==> src/rtl/ps2_tarama_alici.sv <==
// PS/2 Set-2 keyboard receiver: synchronises and filters the pins, frames and
// parity-checks bytes, then steers make codes onto the button or control channel.
module ps2_tarama_alici #(
  parameter int FILTRE      = 4,
  parameter int ZAMAN_ASIMI = 100000
) (
  input  logic       clk,
  input  logic       rst_n,
  input  logic       ps2_clk,
  input  logic       ps2_data,
  output logic [7:0] buton_giris,
  output logic       buton_aktif,
  output logic [7:0] kontrol_giris,
  output logic       kontrol_aktif,
  output logic       cerceve_hata
);

  localparam int FW = (FILTRE > 1) ? $clog2(FILTRE) : 1;
  localparam int TW = (ZAMAN_ASIMI > 2) ? $clog2(ZAMAN_ASIMI) : 1;

  typedef enum logic [1:0] {BOSTA, VERI, PARITE, DUR} cerceve_t;
  typedef enum logic [2:0] {NORMAL, UZATMA, BIRAK, UZATMA_BIRAK, DURAKLAT} kod_t;

  logic [1:0]    clk_s, dat_s;
  logic          sclk, sdat, filt;
  logic [FW-1:0] fcnt;
  logic          bit_edge;

  cerceve_t      c_st, c_nxt;
  logic [2:0]    bit_cnt, bit_nxt;
  logic [7:0]    shreg, sh_nxt;
  logic          par, par_nxt;
  logic [TW-1:0] idle, idle_nxt;
  logic          bayt_iyi, hata_nxt;

  kod_t          d_st, d_nxt;
  logic [2:0]    skip, skip_nxt;
  logic          emit_but, emit_kon;

  function automatic logic kontrol_mu(input logic [7:0] b);
    case (b)
      8'h58, 8'h12, 8'h59, 8'h77, 8'h29, 8'h76, 8'h05, 8'h06,
      8'h04, 8'h0C, 8'h03, 8'h0B, 8'h83, 8'h0A, 8'h01, 8'h09,
      8'h78, 8'h07, 8'h0D, 8'h14, 8'h11, 8'h66, 8'h5A: return 1'b1;
      default: return 1'b0;
    endcase
  endfunction

  function automatic logic dusur_mu(input logic [7:0] b);
    case (b)
      8'h00, 8'hAA, 8'hEE, 8'hFA, 8'hFC, 8'hFE, 8'hFF: return 1'b1;
      default: return 1'b0;
    endcase
  endfunction

  assign sclk = clk_s[1];
  assign sdat = dat_s[1];

  // Synchronisers idle high so reset never fabricates a falling edge.
  always_ff @(posedge clk or negedge rst_n) begin
    if (!rst_n) begin
      clk_s <= '1;
      dat_s <= '1;
      filt  <= 1'b1;
      fcnt  <= '0;
    end else begin
      clk_s <= {clk_s[0], ps2_clk};
      dat_s <= {dat_s[0], ps2_data};
      if (sclk == filt) begin
        fcnt <= '0;
      end else if (fcnt == FW'(FILTRE - 1)) begin
        filt <= sclk;
        fcnt <= '0;
      end else begin
        fcnt <= fcnt + FW'(1);
      end
    end
  end

  // The edge fires in the cycle the new low level completes FILTRE cycles.
  assign bit_edge = (sclk != filt) && (fcnt == FW'(FILTRE - 1)) && !sclk;

  always_comb begin
    c_nxt    = c_st;
    bit_nxt  = bit_cnt;
    sh_nxt   = shreg;
    par_nxt  = par;
    bayt_iyi = 1'b0;
    hata_nxt = 1'b0;
    idle_nxt = (c_st == BOSTA) ? '0 : idle + TW'(1);
    if (bit_edge) begin
      idle_nxt = '0;
      case (c_st)
        BOSTA: if (!sdat) begin
          c_nxt   = VERI;
          bit_nxt = '0;
        end
        VERI: begin
          sh_nxt  = {sdat, shreg[7:1]};
          bit_nxt = bit_cnt + 3'd1;
          if (bit_cnt == 3'd7) c_nxt = PARITE;
        end
        PARITE: begin
          par_nxt = sdat;
          c_nxt   = DUR;
        end
        DUR: begin
          if (sdat && (^{shreg, par})) bayt_iyi = 1'b1;
          else                         hata_nxt = 1'b1;
          c_nxt = BOSTA;
        end
        default: c_nxt = BOSTA;
      endcase
    end else if (c_st != BOSTA && idle_nxt == TW'(ZAMAN_ASIMI - 1)) begin
      c_nxt    = BOSTA;
      hata_nxt = 1'b1;
      idle_nxt = '0;
    end
  end

  always_comb begin
    d_nxt    = d_st;
    skip_nxt = skip;
    emit_but = 1'b0;
    emit_kon = 1'b0;
    if (bayt_iyi) begin
      case (d_st)
        NORMAL: begin
          if (shreg == 8'hE0) d_nxt = UZATMA;
          else if (shreg == 8'hF0) d_nxt = BIRAK;
          else if (shreg == 8'hE1) begin
            d_nxt    = DURAKLAT;
            skip_nxt = 3'd7;
          end else if (!dusur_mu(shreg)) begin
            emit_kon = kontrol_mu(shreg);
            emit_but = !kontrol_mu(shreg);
          end
        end
        UZATMA: begin
          d_nxt = NORMAL;
          if (shreg == 8'hF0) d_nxt = UZATMA_BIRAK;
          else if (shreg == 8'h5A || shreg == 8'h14 || shreg == 8'h11) emit_kon = 1'b1;
          else if (shreg == 8'h4A) emit_but = 1'b1;
        end
        DURAKLAT: begin
          skip_nxt = skip - 3'd1;
          if (skip == 3'd1) d_nxt = NORMAL;
        end
        default: d_nxt = NORMAL;
      endcase
    end
  end

  always_ff @(posedge clk or negedge rst_n) begin
    if (!rst_n) begin
      c_st          <= BOSTA;
      bit_cnt       <= '0;
      shreg         <= '0;
      par           <= 1'b0;
      idle          <= '0;
      d_st          <= NORMAL;
      skip          <= '0;
      buton_giris   <= '0;
      buton_aktif   <= 1'b0;
      kontrol_giris <= '0;
      kontrol_aktif <= 1'b0;
      cerceve_hata  <= 1'b0;
    end else begin
      c_st          <= c_nxt;
      bit_cnt       <= bit_nxt;
      shreg         <= sh_nxt;
      par           <= par_nxt;
      idle          <= idle_nxt;
      d_st          <= d_nxt;
      skip          <= skip_nxt;
      buton_aktif   <= emit_but;
      kontrol_aktif <= emit_kon;
      cerceve_hata  <= hata_nxt;
      if (emit_but) buton_giris   <= shreg;
      if (emit_kon) kontrol_giris <= shreg;
    end
  end

endmodule

==> config.mk <==
export PLATFORM = sky130hd
export DESIGN_NAME = ps2_tarama_alici
export DESIGN_NICKNAME = d
export VERILOG_FILES = /design/src/rtl/ps2_tarama_alici.sv
export SDC_FILE = /design/constraint.sdc
export NUM_CORES = 1
export LEC_CHECK = 0
export BUFFER_PORTS_ARGS = -buffer_cell sky130_fd_sc_hd__buf_2
export CORE_ASPECT_RATIO = 1.25
export CORE_MARGIN = 4
export CORE_UTILIZATION = 55
export CTS_CLUSTER_DIAMETER = 100
export DETAILED_ROUTE_END_ITERATION = 10
export PLACE_DENSITY = 0.82
export SLEW_MARGIN = 20
export SYNTH_ARGS = -nofsm -noshare
export SYNTH_HDL_FRONTEND = slang
export SYNTH_SLANG_ARGS = --single-unit
==> constraint.sdc <==
create_clock -name clk -period 2.3 [get_ports clk]
set_input_delay 0.115 -clock clk [delete_from_list [all_inputs] [get_ports clk]]
set_output_delay 0.115 -clock clk [all_outputs]
set_load 0.005 [all_outputs]
==> metrics.log, run 1 <==
[metrics] routed wl met2: 4280 um
[metrics] detailed placer's ending HPWL: 5570 um
[metrics] Detailed Route Iter0 Violations: 160
[metrics] Post-Place Cells: 468
[metrics] Clock Skews: 0.00774 ns
[metrics] maximum count of clock buffers along a single path: 2
[metrics] xor-xnor portion of the synthesized cell area: 5.97%
[metrics] worst stage delay on the critical path: 0.53 ns
[metrics] Detail Route met3 WL: 261 um
[metrics] synthesized cell area: 3500 sq um
[metrics] Final Worst Setup Slack: -0.0611 ns
[metrics] Yosys reg bits: 63
[metrics] most common flop cell mapped by yosys: sky130_fd_sc_hd__dfrtp_1
[metrics] die height: 97.2 um
[metrics] Final Max Slew Viols: 0
[metrics] final instance area: 4460 sq um
[metrics] top area cells in the synthesized netlist: sky130_fd_sc_hd__dfrtp_1, sky130_fd_sc_hd__dfstp_2, sky130_fd_sc_hd__ha_1
[metrics] adder-cell area share of the yosys netlist: 3.57%
[metrics] H-tree lvl count: 3
[metrics] violated checks: setup timing
[metrics] pwr/cell area: 609 nW/um^2
[metrics] number of nets at the end of the flow: 420
[metrics] Worst Setup Slack post-DPL: -0.130 ns
[metrics] portion of synthesized cell area occupied by the leading cell type: 41.4%
[metrics] status: complete, but fails checks
[metrics] clock sinks: 63
[metrics] Critical Path Sink Type: register
[metrics] final hold vios: 0
[metrics] post-DR vias/cell: 5.79
[metrics] number of vias in the routed layout: 2,874
[metrics] CP startpoint kind: register
[metrics] cell at the root of the clock tree: sky130_fd_sc_hd__clkbuf_8
[metrics] number of antenna violations at the first check in global routing: 0
[metrics] fraction of the core area covered by cells at the end of the flow: 72.4%
[metrics] clock network latency to the later pin of the worst-skew pair: 0.34 ns
[metrics] remaining design rule violation count: 0
[metrics] Port-buffer cells: 22
[metrics] metal1 wirelength: 3500 um
[metrics] Max-slew headroom: 50.7%
[metrics] min cycle time layout: 2.36 ns
[metrics] final estimated routing congestion in global placement: 0.963
[metrics] die boundary width: 79.4 um
[metrics] fmax: 424 MHz
[metrics] commonest cells after routing, fill and taps aside: sky130_fd_sc_hd__dfrtp_1, sky130_fd_sc_hd__buf_4, sky130_fd_sc_hd__nor2_1, sky130_fd_sc_hd__nand2_1, sky130_fd_sc_hd__buf_2
[metrics] Worst Tran Pin Value: 0.740 ns
[metrics] Req. time, crit path: 2.50 ns
[metrics] final period utilization: 103%
[metrics] worst hold slack: 0.338 ns
[metrics] via count of the first global-routing pass: 2,896
[metrics] worst supply voltage drop on vdd: 426 uV
[metrics] crit-path cells: ha_4 -> nand3_4 -> or4_4 -> a211oi_2 -> o2111ai_2 -> nor4_4 -> buf_4 -> nor3_1
[metrics] endpoint arrival time on the critical path: 2.56 ns
[metrics] worst reg-to-reg setup slack: -0.06 ns
[metrics] Reg-to-Reg Start: idle[0]
[metrics] simple-gate share of the synthesized area: 21.4%
[metrics] number of clock buffers inserted by TritonCTS: 9
[metrics] clock-pin slew on the worst setup and hold paths: 0.07 ns
[metrics] first-pass iteration count of the detailed router: 4
[metrics] cell count after synthesis: 340
[metrics] Core Box Area: 6170 sq um
[metrics] worst hold-check path type: input port to async pin
[metrics] Setup crit start: idle[0]
[metrics] setup repair after global routing missed its margin: yes
[metrics] total I/O pin count: 23
[metrics] count of distinct cell types in the synthesized netlist: 62
[metrics] number of antenna diodes: 0
[metrics] aggregate global routing overflow: 0
[metrics] largest fanout on the critical path: 5
[metrics] maximum number of pins on one net before global-route repair: 38
[metrics] std cell rows: 32
[metrics] share of synthesized area spent on multiplexers: 8.25%
[metrics] P&R area growth vs syn: 27.5%
[metrics] highest-delay cell along the critical path: sky130_fd_sc_hd__or4_4
[metrics] Warnings, synthesis: 0
[metrics] WL final: 8210 um
[metrics] number of enable-type register cells in the synthesized netlist: 0
[metrics] Synth Net Count: 354
[metrics] post-placement cell area: 3960 sq um
[metrics] Pleak: 1.98 nW
[metrics] Avg Inst Size Synth: 10.3 sq um
[metrics] fraction of registers with async set or reset after synthesis: 100%
[metrics] first-pass GRT wire length: 13,100 um
[metrics] DIE AREA: 7720 sq um
[metrics] post-synthesis compound-gate area fraction: 12.1%
[metrics] final setup violating endpoints: 14
[metrics] fin cells: 496
[metrics] antenna viol nets, final: 0
[metrics] combinational family with the most area after synthesis: simple AND/OR/NAND/NOR gates
[metrics] average routed wire per standard cell: 16.5 um
[metrics] leading cell type in the layout, fill and taps excluded: sky130_fd_sc_hd__dfrtp_1
[metrics] share of post-route cells with drive strength above 1: 36.3%
[metrics] critical path start-end classification: register to register
[metrics] post-synthesis cell type with the largest combined area: sky130_fd_sc_hd__dfrtp_1
[metrics] CTS tree: yes
[metrics] top routing layer used: met4
[metrics] number of violations of the max-capacitance limit: 0
[metrics] effective utilization at floorplan: 56.8%
[metrics] GRT Overall Usage: 21.1%
[metrics] fraction of the yosys area taken by sequential cells: 45.2%
## metal layers
metal | global-route usage [%] | vias to the layer above
met2 | 36.3 | 68
met4 | 10.3 | 0
met3 | 2.97 | 17
met5 | 0 | -
li1 | - | 1367
met1 | 25.6 | 1422
## cells by family after synthesis
group,after synthesis
compound gates,60
xor+xnor,20
fa+ha+maj,10
buf+inv,30
flops,63
mux,24
simple gates,133
## path summary, 6_finish.rpt
path | endpoint | cells after the start
min reg2reg | dat_s[1] | 0
min | kontrol_giris[7] | 2
min in group clk | dat_s[1] | 0
max reg2reg | idle[16] | 8
max | idle[16] | 8
max in group asynchronous | dat_s[0] | 3
## state kept, by name, summed over array words and instances (netlist names)
signal,count
dat_s,2
kontrol_aktif,1
buton_aktif,1
filt,1
fcnt,2
skip,3
clk_s,2
buton_giris,8
par,1
d_st,3
bit_cnt,3
cerceve_hata,1
kontrol_giris,8
idle,17
c_st,2
shreg,8
## where the power goes
part           internal, mW  switching, mW  total, mW
Sequential             1.17         0.0566       1.23
Clock                 0.608          0.445       1.05
Combinational         0.180          0.261      0.440
Total                  1.96          0.762       2.72
## cells in the mapped netlist (3+ instances only)
library cell,count
sky130_fd_sc_hd__a211oi_1,4
sky130_fd_sc_hd__a21oi_1,17
sky130_fd_sc_hd__a22o_1,4
sky130_fd_sc_hd__a32o_1,4
sky130_fd_sc_hd__and2_1,3
sky130_fd_sc_hd__and3_1,3
sky130_fd_sc_hd__and4b_1,3
sky130_fd_sc_hd__clkbuf_1,14
sky130_fd_sc_hd__dfrtp_1,58
sky130_fd_sc_hd__dfstp_2,5
sky130_fd_sc_hd__ha_1,10
sky130_fd_sc_hd__inv_1,13
sky130_fd_sc_hd__mux2_1,4
sky130_fd_sc_hd__mux2_2,11
sky130_fd_sc_hd__mux2_4,6
sky130_fd_sc_hd__mux2i_1,3
sky130_fd_sc_hd__nand2_1,25
sky130_fd_sc_hd__nand2b_1,5
sky130_fd_sc_hd__nand3_1,8
sky130_fd_sc_hd__nand4_1,10
sky130_fd_sc_hd__nor2_1,27
sky130_fd_sc_hd__nor2b_1,4
sky130_fd_sc_hd__nor3_1,14
sky130_fd_sc_hd__nor3b_1,5
sky130_fd_sc_hd__nor4_1,5
sky130_fd_sc_hd__o21ai_0,8
sky130_fd_sc_hd__o31ai_1,4
sky130_fd_sc_hd__xnor2_1,12
sky130_fd_sc_hd__xor2_1,6
## cell type report
type | count | area, sq um
Clock inverter | 6 | 86.3
Timing Repair Buffer | 72 | 517
Fill cell | 448 | 1700
Inverter | 13 | 48.8
Clock buffer | 10 | 128
Multi-Input combinational cell | 247 | 1990
Tap cell | 85 | 106
Sequential cell | 63 | 1590
## worst max-delay path: cells and delay by family (launching register included)
kind                     cells  cell delay [ns]
AND/OR/NAND/NOR              4             0.97
AO/OA/AOI/OAI                2             0.46
flip-flops                   1             0.40
buffers and inverters        1             0.20
adder cells (fa/ha/maj)      1             0.17
## timing repair
item                       CTS  global route
resized for setup            8            33
setup buffers                5             4
hold buffers                 3             0
setup endpoints to repair   14            28
pin swaps                    3            11
hold endpoints to repair    28             0
## stage by stage
step	TNS (ns)	total power, mW
3_3_place_gp	-0.403	1.60
3_5_place_dp	-0.787	1.62
2_1_floorplan	-0.133	1.47
6_report	-0.482	2.72
4_1_cts	-0.213	2.69
5_1_grt	-1.96	2.84
Note: power is estimated with default switching activity, not from simulation.
==> inputs of run 2 (changes only) <==
--- a/config.mk
+++ b/config.mk
@@ -8,10 +8,10 @@
 export BUFFER_PORTS_ARGS = -buffer_cell sky130_fd_sc_hd__buf_2
 export CORE_ASPECT_RATIO = 1.25
 export CORE_MARGIN = 4
-export CORE_UTILIZATION = 55
+export CORE_UTILIZATION = 65
 export CTS_CLUSTER_DIAMETER = 100
 export DETAILED_ROUTE_END_ITERATION = 10
-export PLACE_DENSITY = 0.82
+export PLACE_DENSITY = 0.91
 export SLEW_MARGIN = 20
 export SYNTH_ARGS = -nofsm -noshare
 export SYNTH_HDL_FRONTEND = slang
==> constraint.sdc (replaced) <==
create_clock -name clk -period 2.85 [get_ports clk]
set_input_delay 0.1425 -clock clk [delete_from_list [all_inputs] [get_ports clk]]
set_output_delay 0.1425 -clock clk [all_outputs]
set_load 0.005 [all_outputs]
==> run 2 against run 1 <==
The flow now finishes without violations. Combinational power decreased by 42%. Worst hold slack improved by 0.018 ns. Fmax decreased by 11%. Global-route usage increased by 2.2 points. Largest power group unchanged. Sequential cell count unchanged. Clock power decreased by 32%.
==> metrics.log, run 2 (synthesis gave the netlist of run 1 again) <==
[metrics] final setup violating endpoints: 0
[metrics] first-pass GRT wire length: 12,300 um
[metrics] worst r2r path cells: 6
[metrics] fraction of the core area covered by cells at the end of the flow: 75.9%
[metrics] final estimated routing congestion in global placement: 0.857
[metrics] Req. time, crit path: 3.08 ns
[metrics] DIE AREA: 6630 sq um
[metrics] share of post-route cells with drive strength above 1: 21.6%
[metrics] effective utilization at floorplan: 68.0%
[metrics] post-DR vias/cell: 6.33
[metrics] number of clock buffers inserted by TritonCTS: 9
[metrics] post-cts resize count: 0
[metrics] critical path start-end classification: register to register
[metrics] gate family responsible for the most delay along the worst path: XOR/XNOR gates
[metrics] capture point of the worst path: kontrol_giris[6]
[metrics] clock network latency to the later pin of the worst-skew pair: 0.35 ns
[metrics] Clock Skews: 0.00553 ns
[metrics] number of nets at the end of the flow: 384
[metrics] number of violations of the max-capacitance limit: 0
[metrics] commonest cells after routing, fill and taps aside: sky130_fd_sc_hd__dfrtp_1, sky130_fd_sc_hd__nor2_1, sky130_fd_sc_hd__nand2_1
[metrics] worst reg-to-reg setup slack: 0.19 ns
[metrics] CTS tree: yes
[metrics] remaining design rule violation count: 0
[metrics] GRT Overall Usage: 23.3%
[metrics] largest fanout on the critical path: 8
[metrics] die boundary width: 73.7 um
[metrics] CP startpoint kind: register
[metrics] highest-delay cell along the critical path: sky130_fd_sc_hd__or3b_1
[metrics] Post-Place Cells: 417
[metrics] antenna viol nets, final: 0
[metrics] pwr/cell area: 502 nW/um^2
[metrics] maximum number of pins on one net before global-route repair: 64
[metrics] worst supply voltage drop on vdd: 432 uV
[metrics] Final Max Slew Viols: 0
[metrics] number of buffers and inverters on the critical path: 0
[metrics] total I/O pin count: 23
[metrics] Reg-to-Reg Start: shreg[2]
[metrics] average routed wire per standard cell: 16.3 um
[metrics] Pleak: 1.76 nW
[metrics] H-tree lvl count: 3
[metrics] cell at the root of the clock tree: sky130_fd_sc_hd__clkbuf_8
[metrics] P&R area growth vs syn: 11.7%
[metrics] leading cell type in the layout, fill and taps excluded: sky130_fd_sc_hd__dfrtp_1
[metrics] Detailed Route Iter0 Violations: 272
[metrics] WL final: 7110 um
[metrics] Critical Path Sink Type: register
[metrics] endpoint arrival time on the critical path: 2.90 ns
[metrics] final hold vios: 0
[metrics] number of vias in the routed layout: 2,768
[metrics] fin cells: 437
[metrics] register with the most flip-flops: idle
[metrics] Sum Neg Setup Slack: 0 ns
[metrics] number of antenna diodes: 0
[metrics] setup repair after global routing missed its margin: no
[metrics] via count of the first global-routing pass: 2,744
[metrics] detailed placer's ending HPWL: 4840 um
[metrics] worst stage delay on the critical path: 0.55 ns
[metrics] std cell rows: 29
[metrics] maximum count of clock buffers along a single path: 2
[metrics] aggregate global routing overflow: 0
[metrics] status: finished, final reports clean
[metrics] number of antenna violations at the first check in global routing: 0
[metrics] die height: 90.1 um
[metrics] first-pass iteration count of the detailed router: 4
[metrics] Setup crit start: shreg[2]
[metrics] min cycle time layout: 2.66 ns
[metrics] capture instance of the worst register-to-register path: kontrol_giris[6]
[metrics] fmax: 375 MHz
[metrics] max reg flops: 17
[metrics] worst hold-check path type: register to register
[metrics] crit-path cells: xor2_1 -> xnor3_2 -> xnor2_4 -> nand3_2 -> or3b_1 -> mux2_4
[metrics] clock sinks: 63
[metrics] clock-pin slew on the worst setup and hold paths: 0.07 ns
[metrics] Core Box Area: 5150 sq um
[metrics] Port-buffer cells: 22
[metrics] total stage count of the critical path: 6
[metrics] Max-slew headroom: 49.5%
[metrics] final period utilization: 93.5%
[metrics] Worst Tran Pin Value: 0.758 ns
[run 2: how the worst min path moves through the flow]
stage | startpoint | endpoint | slack, ns | cells past startpoint
floorplan | rst_n | bit_cnt[0] | -0.15 | 0
global placement | ps2_data | dat_s[0] | 0.25 | 1
detailed placement | ps2_data | dat_s[0] | 0.25 | 1
CTS | dat_s[0] | dat_s[1] | 0.36 | 0
global route | clk_s[0] | clk_s[1] | 0.36 | 0
finish | dat_s[0] | dat_s[1] | 0.36 | 0
[run 2: metal layers]
layer / vias up / GRT usage [%] / wire length (um)
li1: 1295 / - / -
met1: 1346 / 26.9 / 2920
met2: 101 / 38.8 / 3550
met3: 26 / 5.92 / 403
met4: 0 / 11.9 / 251
met5: - / 0 / 0
[run 2: what timing repair did]
action | 4_1_cts | 5_1_grt
buffers inserted | 0 | 1
endpoints found under the setup margin | 0 | 9
hold endpoints to repair | 60 | 0
hold buffers | 3 | 0
[run 2: per-stage QoR]
stage	cell area, sq um	hold WS, ns	power (mW)	setup WS (ns)
6_report	3910	0.356	1.96	0.185
5_1_grt	3910	0.359	2.05	0.0858
4_1_cts	3910	0.357	1.97	0.155
3_5_place_dp	3690	0.249	1.26	0.176
3_3_place_gp	3690	0.247	1.25	0.311
2_1_floorplan	3500	-0.153	1.19	0.462
[run 2: layout make-up]
| class | count | area [sq um] |
|---|---|---|
| inverters | 13 | 48.8 |
| clock buffers | 11 | 151 |
| clock inverters | 5 | 32.5 |
| flip-flops and latches | 63 | 1580 |
| well taps | 62 | 77.6 |
| multi-input cells | 247 | 1800 |
| fillers | 372 | 1240 |
| repair buffers | 36 | 223 |
[run 2: power by group]
| group | leakage, nW | switching [mW] | internal (mW) |
|---|---|---|---|
| clock | 0.0873 | 0.354 | 0.359 |
| combinational | 0.817 | 0.162 | 0.0940 |
| sequential | 0.859 | 0.0506 | 0.945 |
==> inputs of run 3 (changes only) <==
--- a/config.mk
+++ b/config.mk
@@ -6,7 +6,7 @@
 export NUM_CORES = 1
 export LEC_CHECK = 0
 export BUFFER_PORTS_ARGS = -buffer_cell sky130_fd_sc_hd__buf_2
-export CORE_ASPECT_RATIO = 1.25
+export CORE_ASPECT_RATIO = 1.5
 export CORE_MARGIN = 4
 export CORE_UTILIZATION = 65
 export CTS_CLUSTER_DIAMETER = 100
==> run 3 against run 2 <==
Die area rose by 0.26%. Global-route usage rose by 1.5 points. First-iteration DRC count fell by 19%. Routed wire length rose by 4.8%. Worst setup slack got worse by 0.0081 ns. Power rose by 3.6%. Clock skew rose by 0.0054 ns. Clock power rose by 7.9%. Core utilization rose by 0.37 points. Register-to-register slack barely moved. Critical path type unchanged.
==> metrics.log, run 3 (synthesis gave the netlist of run 1 again) <==
[metrics] status: finished, final reports clean
[metrics] std cell rows: 32
[metrics] pwr/cell area: 516 nW/um^2
[metrics] worst hold-check path type: register to register
[metrics] largest fanout on the critical path: 9
[metrics] share of post-route cells with drive strength above 1: 21.5%
[metrics] worst hold slack: 0.359 ns
[metrics] post-DR vias/cell: 6.17
[metrics] register with the most flip-flops: idle
[metrics] CTS tree: yes
[metrics] total I/O pin count: 23
[metrics] via count of the first global-routing pass: 2,703
[metrics] Sum Neg Setup Slack: 0 ns
[metrics] leading cell type in the layout, fill and taps excluded: sky130_fd_sc_hd__dfrtp_1
[metrics] max reg flops: 17
[metrics] first-pass GRT wire length: 12,600 um
[metrics] critical path start-end classification: register to register
[metrics] DIE AREA: 6650 sq um
[metrics] number of antenna violations at the first check in global routing: 0
[metrics] Final Worst Setup Slack: 0.177 ns
[metrics] die boundary width: 67.9 um
[metrics] maximum number of pins on one net before global-route repair: 34
[metrics] first-pass iteration count of the detailed router: 4
[metrics] CP startpoint kind: register
[metrics] commonest cells after routing, fill and taps aside: sky130_fd_sc_hd__dfrtp_1, sky130_fd_sc_hd__nor2_1, sky130_fd_sc_hd__nand2_1
[metrics] fin cells: 445
[metrics] remaining design rule violation count: 0
[metrics] Port-buffer cells: 22
[metrics] Post-Place Cells: 425
[metrics] final hold vios: 0
[metrics] number of nets at the end of the flow: 386
[metrics] Final Max Slew Viols: 0
[metrics] min cycle time layout: 2.67 ns
[metrics] multi-input gate area in the final layout: 1800 sq um
[metrics] GRT Overall Usage: 24.8%
[metrics] fraction of the core area covered by cells at the end of the flow: 76.3%
[metrics] antenna viol nets, final: 0
[metrics] H-tree lvl count: 3
[metrics] worst reg-to-reg setup slack: 0.18 ns
[metrics] cell at the root of the clock tree: sky130_fd_sc_hd__clkbuf_8
[metrics] Critical Path Sink Type: register
[metrics] Core Box Area: 5160 sq um
[metrics] final period utilization: 93.8%
[metrics] number of fill cells: 330
[metrics] Detailed Route Iter0 Violations: 219
[metrics] Worst Setup Slack post-DPL: 0.202 ns
[metrics] number of antenna diodes: 0
[metrics] average routed wire per standard cell: 16.7 um
[metrics] WL final: 7450 um
[metrics] clock-pin slew on the worst setup and hold paths: 0.07 ns
[metrics] number of clock buffers inserted by TritonCTS: 9
[metrics] maximum count of clock buffers along a single path: 2
[metrics] highest-delay cell along the critical path: sky130_fd_sc_hd__dfrtp_1
[metrics] final estimated routing congestion in global placement: 0.939
[metrics] number of vias in the routed layout: 2,747
[metrics] number of violations of the max-capacitance limit: 0
[metrics] crit-path cells: ha_1 -> nand3_1 -> buf_4 -> nor4_1 -> xnor2_1 -> nand4_1 -> nor4_4 -> buf_4 -> nor3_1
[metrics] endpoint arrival time on the critical path: 2.88 ns
[metrics] Max-slew headroom: 53.5%
[metrics] effective utilization at floorplan: 67.8%
[metrics] clock sinks: 63
[metrics] setup repair after global routing missed its margin: no
[metrics] Top cell by count, worst path: sky130_fd_sc_hd__buf_4
[metrics] worst supply voltage drop on vdd: 364 uV
[metrics] final setup violating endpoints: 0
[metrics] aggregate global routing overflow: 0
[metrics] Worst Tran Pin Value: 0.697 ns
[metrics] Pleak: 1.79 nW
[metrics] clock network latency to the later pin of the worst-skew pair: 0.35 ns
[metrics] Req. time, crit path: 3.05 ns
[metrics] worst stage delay on the critical path: 0.46 ns
[metrics] register area: 1580 sq um
[metrics] detailed placer's ending HPWL: 5170 um
[metrics] P&R area growth vs syn: 12.5%
[metrics] Clock Skews: 0.0109 ns
[metrics] fmax: 374 MHz
[metrics] die height: 97.9 um
[run 3: metrics by stage]
stage          cell area (sq um)  power (mW)
2_1_floorplan               3500        1.19
3_3_place_gp                3710        1.26
3_5_place_dp                3710        1.28
4_1_cts                     3930        2.05
5_1_grt                     3940        2.13
6_report                    3940        2.04
[run 3: cell type report]
| class | instances | share of cell area [%] |
|---|---|---|
| clock inverter | 4 | 1.14 |
| timing repair buffer | 38 | 6.03 |
| multi-input combinational | 247 | 45.6 |
| tap | 68 | 2.16 |
| inverter | 13 | 1.24 |
| sequential | 63 | 40.2 |
| clock buffer | 12 | 3.68 |
[run 3: final timing paths]
path	from	to	depth (start not counted)
setup / recovery	idle[0]	idle[0]	9
hold / removal	clk_s[0]	clk_s[1]	0
setup reg to reg	idle[0]	idle[0]	9
hold reg to reg	clk_s[0]	clk_s[1]	0
max in group asynchronous	rst_n	c_st[0]	3
min in group asynchronous	rst_n	skip[1]	2
[run 3: report_power, final]
part           total, mW  internal [mW]  switching [mW]
combinational      0.269          0.103           0.167
clock              0.769          0.424           0.346
sequential         0.997          0.945          0.0519
[run 3: timing repair]
action                                  in CTS  in global routing
endpoints found under the setup margin       0                  9
resized for setup                            0                  0
endpoints found under the hold margin       29                  0
hold buffers                                 3                  0
buffers inserted                             0                  1
[run 3: per-layer routing]
layer	vias up	track usage (%)	wire [um]
li1	1299	-	-
met1	1336	28.9	2840
met2	95	41.6	4030
met3	17	6.21	414
met4	0	11.5	169
met5	-	0	0
[run 3: critical path: cells and delay by family, from the launching register on]
kind / cells / cell delay [ns]
and+or+nand+nor: 5 / 1.15
DFF: 1 / 0.46
buffers and inverters: 2 / 0.43
adders and majority gates: 1 / 0.24
xor gates and xnor gates: 1 / 0.24
